### src/rtl/status_stack.sv
// Status flag register {V,C,N,Z} with a small LIFO save/restore stack used
// on interrupt entry/return. Stack misuse raises a sticky error bit.
module status_stack #(
  parameter int DATA_WIDTH = 16,
  parameter int DEPTH      = 4,
  localparam int CW        = $clog2(DEPTH + 1)
) (
  input  logic                  clock,
  input  logic                  status_reset,
  input  logic [DATA_WIDTH-1:0] result_in,
  input  logic                  carry_in,
  input  logic                  overflow_in,
  input  logic                  status_wr,
  input  logic [3:0]            wr_mask,
  input  logic                  push,
  input  logic                  pop,
  input  logic                  err_clr,
  output logic                  flag_Z,
  output logic                  flag_N,
  output logic                  flag_C,
  output logic                  flag_V,
  output logic [CW-1:0]         stack_count,
  output logic                  stack_full,
  output logic                  stack_empty,
  output logic                  stack_error
);

  localparam int AW = $clog2(DEPTH);

  // Flag vector ordering matches wr_mask: bit0 = Z, bit1 = N, bit2 = C, bit3 = V
  logic [3:0]    flags;
  logic [3:0]    flags_next;
  logic [3:0]    cand;
  logic [3:0]    wr_en;
  logic [3:0]    stack_mem [DEPTH];
  logic [CW-1:0] count_next;
  logic [AW-1:0] push_addr;
  logic [AW-1:0] pop_addr;
  logic          push_ok;
  logic          pop_ok;
  logic          err_set;

  assign stack_full  = (stack_count == CW'(DEPTH));
  assign stack_empty = (stack_count == '0);

  assign push_addr = AW'(stack_count);
  assign pop_addr  = AW'(stack_count - CW'(1));

  assign flag_Z = flags[0];
  assign flag_N = flags[1];
  assign flag_C = flags[2];
  assign flag_V = flags[3];

  // Decode stack operations, error conditions and the next flag/count values
  always_comb begin
    cand       = {overflow_in, carry_in, result_in[DATA_WIDTH-1], (result_in == '0)};
    wr_en      = status_wr ? wr_mask : 4'b0000;
    push_ok    = push && !pop && !stack_full;
    pop_ok     = pop && !push && !stack_empty;
    err_set    = (push && pop) || (push && stack_full) || (pop && stack_empty);
    flags_next = (flags & ~wr_en) | (cand & wr_en);
    count_next = stack_count;
    if (pop_ok) begin
      // A restore overrides any same-cycle flag write
      flags_next = stack_mem[pop_addr];
      count_next = stack_count - CW'(1);
    end else if (push_ok) begin
      count_next = stack_count + CW'(1);
    end
  end

  // Control state: flags, stack depth and sticky error; reset is asynchronous
  always_ff @(posedge clock or posedge status_reset) begin
    if (status_reset) begin
      flags       <= 4'b0000;
      stack_count <= '0;
      stack_error <= 1'b0;
    end else begin
      flags       <= flags_next;
      stack_count <= count_next;
      if (err_set) begin
        stack_error <= 1'b1;
      end else if (err_clr) begin
        stack_error <= 1'b0;
      end
    end
  end

  // Stack storage saves the pre-edge flags; entries are data only and never reset
  always_ff @(posedge clock) begin
    if (push_ok && !status_reset) begin
      stack_mem[push_addr] <= flags;
    end
  end

endmodule

### config.mk
export PLATFORM = sky130hd
export DESIGN_NAME = status_stack
export DESIGN_NICKNAME = d
export VERILOG_FILES = /design/src/rtl/status_stack.sv
export SDC_FILE = /design/constraint.sdc
export NUM_CORES = 1
export LEC_CHECK = 0
export ABC_AREA = 1
export BUFFER_PORTS_ARGS = -buffer_cell sky130_fd_sc_hd__buf_2
export CORE_MARGIN = 10
export CORE_UTILIZATION = 45
export CTS_CLUSTER_SIZE = 14
export DETAILED_ROUTE_END_ITERATION = 16
export GPL_TIMING_DRIVEN = 0
export PLACE_DENSITY = 0.74
export SLEW_MARGIN = 30
export SYNTH_ARGS = -nofsm -noshare
export SYNTH_HDL_FRONTEND = slang
export SYNTH_SLANG_ARGS = --single-unit
### constraint.sdc
create_clock -name clock -period 1.5 [get_ports clock]
set_input_delay 0.225 -clock clock [delete_from_list [all_inputs] [get_ports clock]]
set_output_delay 0.225 -clock clock [all_outputs]
set_load 0.01 [all_outputs]
[After elaboration in Yosys (flattened, before gate mapping)]
Memories as Yosys holds them, arrays and structs flattened.
Cells that the tools add are included.
W data, S select, Z words.
Word-level totals
  register bits after elaboration: 8
  bits in writable memories: 16
  input bits: 28
  output and inout bits: 10
  logic and storage cells: 38
  memories kept: 1
Cells by class
  add/subtract/negate cells: 2
  equality and inequality tests: 1
  mux-type cells: 8
  bitwise logic cells: 4
  reductions and logical operators: 19
Memory list
  stack_mem: depth 4, width 4, rd ports 1, clocked after Yosys merged registers in 0, wr ports 1, RTL line 35  | logic [3:0] stack_mem [DEPTH];
Operators by type and width (number)
  $logic_not A16 Y1: 1
  $and A4 B4 Y4: 2
  $logic_and A1 B1 Y1: 8
  $mux W4: 2
  $mux W3: 2
  $logic_not A1 Y1: 5
  $mux W1: 4
  $not A4 Y4: 1
  $or A4 B4 Y4: 1
  $reduce_bool A2 Y1: 2
  $add A3 B1 Y3 const B: 1
  $eq A3 B3 Y1 const B: 1
  $logic_not A3 Y1: 1
  $sub A3 B1 Y3 const B: 1
  $logic_or A1 B1 Y1: 2

[Longest topological paths before layout]
  word-level depth: 6
  mapped depth: 10
  gate-level depth less buffers: 9

[Worst setup path before layout]
Ideal clock, no wire load.
  path type: reg-to-reg
  start point: register stack_count[0]
  end point: register stack_count[2]
  library setup time: 117 ps
  data arrival time: 1642 ps
  path slack: -259 ps
  stages on the path, launching flop included: 11
  path buffers: 1
  path through: dfrtp_1 -> buf_4 -> inv_2 -> ha_1 -> ha_1 -> inv_2 -> nand3_4 -> o21ai_4 -> inv_1 -> nand2_1 -> nand2_1
On the way
  word-level cells in the longest chain between the ends: 4
RTL lines
  start, declared: RTL line 22  | output logic [CW-1:0] stack_count,
  start signal, assigned: RTL line 80  | stack_count <= count_next;
  $logic_not A3 Y1 (*): RTL line 44  | assign stack_empty = (stack_count == '0);
  via stack_empty: RTL line 24  | output logic stack_empty,
  $logic_not A1 Y1 (*): RTL line 59  | pop_ok = pop && !push && !stack_empty;
  $logic_and A1 B1 Y1 (*): RTL line 59
  $mux W3 or $reduce_bool A2 Y1 (tied branches)
The timed path passes the listed nets; every way through them passes the cells marked *. The select of a mux whose other input is x is not followed.
A chain may end at the register's enable or synchronous reset.

[Final worst setup path]
  start point: register stack_count[0]
  end point: output port stack_empty
On the way
  word-level cells in the longest chain between the ends: 1
RTL lines (RTL line)
  $logic_not A3 Y1: 44
  end, declared: 24
No other way between the ends.

==> results.txt <==
- Switching power: 1168 µW
* Category of the critical setup timing path: reg2out
- The worst-case IR drop observed on VDD is 1.276 mV.
- On the worst path, the slowest cell contributes a delay of 0.41 ns.
* Via count of the first global-routing pass: 1,127
- Number of violations reported at the end of detailed-routing iteration 0: 48
- Top-Level Pins: 38
- Leading post-synthesis cells by cell area: sky130_fd_sc_hd__edfxtp_1 (39%), sky130_fd_sc_hd__dfrtp_1 (16%), sky130_fd_sc_hd__nand2_1 (10%)
* Pleak: 0.0007726 µW
- Synth Register Bits: 24
- Dividing the detail-routed wire length by the instance count gives 14.39 µm.
- HPWL after DPL: 2242 µm
- In this run the cell area of the synthesized design comes to 1227 µm².
- The first TritonRoute pass finished after 4 iterations.
* Internal power: 1840 µW
* Total count of hold-check failures in the final report: 0
- Detailed Route WL: 3066 µm
* Num CTS Buffers: 3
* Die area: 5216 µm²
- TritonCTS built the clock tree.
- The clock reaches the later pin of the worst-skew pair after 0.33 ns.
- Placeable Area: 2545 µm²
* Clock Pin Slew Worst Setup and Hold Paths: 0.14 ns
* Slowest-stage cell, CP: sky130_fd_sc_hd__dfrtp_1
* CTS H-tree lvls: 1
- Setup repair after global routing could not meet its margin everywhere.
- The initial utilization of the core area, before any placement, comes to 48.23%.
- Setup violations remaining at the end of the flow were counted as 20.
- Root buffer selected by CTS: sky130_fd_sc_hd__clkbuf_4
- Crit share post-route: 104.9%
- Per-cell via count in the routed design: 5.005
* Leading register cell type out of synthesis: sky130_fd_sc_hd__edfxtp_1
- Across the run, the number of max-cap violations was 0.
* Synthesized area per cell: 9.370 µm²
- In this run the core area contains 18 standard-cell rows.
- In this run, flip-flops and latches consume 33.9% of the power.
- The detail route stage leaves a number of antenna-violating nets equal to 0.
- Antenna cells: 0
- For the worst setup path, the data required time is 1.27 ns.
- Net switching is 38.84% of the power.
- Overall power consumption after layout is estimated at 3008 µW.
- The share of the Yosys chip area taken by registers is 55.45%.
- Critical Path AT: 1.35 ns
* Number of flops mapped to enable cells by yosys: 16
* Kind of launch point of the worst setup path: flop
- Via count: 1,066
* Post-synthesis async set-or-reset flop share: 33.33%
* Combinational cell fraction of total power: 50.5%
* Synth cell count leaders: sky130_fd_sc_hd__nand2_1 (34), sky130_fd_sc_hd__nand3_1 (22), sky130_fd_sc_hd__nor2_1 (18), sky130_fd_sc_hd__edfxtp_1 (16), sky130_fd_sc_hd__inv_1 (12)
* Remaining max-slew budget at the tightest pin: 72.36%
- Relative to the synthesized area, the layout overhead comes to 37.61%.
* Failing checks: negative setup slack
- Sequence of cells on the critical path: buf_6 > inv_8 > ha_4 > ha_4 > buf_6
- Across all setup checks in the final design, the least slack found is -0.07372 ns.
- Global-route wire length before repair: 4892 µm
- Most common cell in the synthesized netlist: sky130_fd_sc_hd__nand2_1
- Entering global routing, the biggest net connects 15 pins.
* Fmax achieved: 635.4 MHz
- Synth area leader: sky130_fd_sc_hd__edfxtp_1
- The count of buffers added on input and output ports is 37.
- For the final routed database, the setup TNS stands at -0.4396 ns.
- Total of warnings raised by yosys: 0
- Final clock skew: 0.01011 ns
* Clock sink total: 24
- Across every metal layer, demand over resource in global routing totals 11.71%.
* Pwr Density: 1781 nW/µm²
- Overall die height: 72.23 µm
- The number of nets handed over by synthesis was 165.
- After detailed routing, the number of remaining DRC violations is 0.
- The run finished, with violations left.
* Gate count of the mapped netlist: 131
* Crit path max fanout: 3
- CTS Buffer Depth: 2
* Proportion of layout cells with a drive suffix above 1: 38.25%
- The max-slew violation count is 0.
- The top cell type by area accounts for 39.14% of the synthesized area.
- Minimum period implied by the final worst setup slack: 1.574 ns
- Number of unique standard cell types used by synthesis: 16
* Die Span X: 72.23 µm
- At the end of routability-driven placement, the weighted congestion stood at 0.7744.
* Worst Tran Pin Value: 0.4132 ns
- STA classifies the critical path endpoint as an output port.
* Number of antenna violations at the first check in global routing: 0
- For this run the aggregate overflow at the end of global routing stands at 0.
- The final layout contains 218 nets.
- Clock network fraction of design power: 15.6%
* Class of the worst hold path: in2reg
[routing by layer]
metal | part of all wire [%] | wire length, µm | global-route usage [%] | up-vias
met5 | 0 | 0 | 0 | -
met4 | 2.3 | 70 | 4.946 | 0
met3 | 5.7 | 175 | 3.401 | 7
met2 | 50 | 1528 | 20.80 | 42
met1 | 42 | 1292 | 12.56 | 478
li1 | - | - | - | 539
[cell families (layout without fill, tap and decap cells)]
kind of cell / Yosys count / in the layout / synth area share, %
AOI/OAI and AO/OA: 2 / 2 / 2.039
xor gates and xnor gates: 2 / 2 / 1.427
adders and majority gates: 6 / 6 / 6.116
buffers and inverters: 16 / 67 / 5.199
DFF: 24 / 24 / 55.45
and+or+nand+nor: 81 / 82 / 29.77
[path summary, 6_finish.rpt]
check                               startpoint                          to  slack, ns  cells after the start
worst max-delay path            stack_count[0]                 stack_empty      -0.07                      5
worst min-delay path                   err_clr                 stack_error       0.13                      2
worst max register to register  stack_count[0]             stack_mem[2][0]      -0.03                      7
worst min register to register            flop             stack_mem[2][3]       0.57                      0
max in group asynchronous         status_reset              stack_count[1]       0.78                      3
min in group asynchronous         status_reset  asynchronous set/reset pin       0.41                      3
[cell usage in the layout, fill, tap and decap left out]
| cell type | count |
|---|---|
| sky130_fd_sc_hd__buf_2 | 35 |
| sky130_fd_sc_hd__dlygate4sd3_1 | 1 |
| sky130_fd_sc_hd__dfrtp_2 | 1 |
| sky130_fd_sc_hd__nand2_2 | 2 |
| sky130_fd_sc_hd__dfrtp_1 | 7 |
| sky130_fd_sc_hd__xor2_1 | 2 |
| sky130_fd_sc_hd__nor2_4 | 5 |
| sky130_fd_sc_hd__buf_6 | 4 |
| sky130_fd_sc_hd__clkbuf_4 | 3 |
| sky130_fd_sc_hd__edfxtp_1 | 16 |
| sky130_fd_sc_hd__bufinv_16 | 1 |
| sky130_fd_sc_hd__o21ai_4 | 1 |
| sky130_fd_sc_hd__nor2_1 | 14 |
| sky130_fd_sc_hd__ha_4 | 3 |
| sky130_fd_sc_hd__inv_2 | 4 |
| sky130_fd_sc_hd__inv_1 | 10 |
| sky130_fd_sc_hd__buf_4 | 8 |
| sky130_fd_sc_hd__nand3_1 | 22 |
| sky130_fd_sc_hd__nand3_2 | 1 |
| sky130_fd_sc_hd__ha_1 | 3 |
| sky130_fd_sc_hd__nand2_1 | 33 |
| sky130_fd_sc_hd__inv_8 | 1 |
| sky130_fd_sc_hd__nand3_4 | 1 |
| sky130_fd_sc_hd__nand4_1 | 4 |
| sky130_fd_sc_hd__o221ai_1 | 1 |
[power groups by stage]
| stage | clock [µW] | sequential (µW) | combinational, µW |
|---|---|---|---|
| finish | 470 | 1020 | 1520 |
| CTS | 469 | 1020 | 1470 |
| global placement | 0 | 1030 | 1180 |
| floorplan | 0 | 1060 | 807 |
| detailed placement | 0 | 1050 | 1210 |
| global route | 495 | 1050 | 1680 |
[through the flow]
stage | instance area, µm² | hold WS [ns] | setup WS (ns) | utilization, % | cells
floorplan | 1279 | 0.04887 | -0.1292 | - | 131
global placement | 1501 | 0.2034 | -0.2587 | 59.00 | 198
detailed placement | 1501 | 0.2168 | -0.2952 | 59.00 | 198
CTS | 1668 | 0.1288 | -0.05549 | 65.54 | 211
global route | 1689 | 0.1438 | -0.1065 | 66.37 | 213
finish | 1689 | 0.1255 | -0.07372 | 66.37 | 213
[timing repair]
item,4_1_cts,5_1_grt
gates cloned,1,0
pin swaps,4,0
hold endpoints to repair,8,0
resized for setup,9,2
setup buffers,7,2
hold buffers,1,0
endpoints found under the setup margin,25,25
[layout make-up]
cell class / count / area, µm²
Clock inverter: 1 / 30.03
Sequential cell: 24 / 681.9
Tap cell: 30 / 37.54
Clock buffer: 3 / 22.52
Fill cell: 196 / 855.8
Timing Repair Buffer: 47 / 279.0
Multi-Input combinational cell: 92 / 563.0
Buffer: 1 / 11.26
Inverter: 15 / 63.81
[worst max-delay path: cells and delay by family, from the launching register on]
kind | cells | cell delay [ns]
buf+inv | 3 | 0.29
fa+ha+maj | 2 | 0.33
flops | 1 | 0.41
Power figures use the tool's default switching activity.
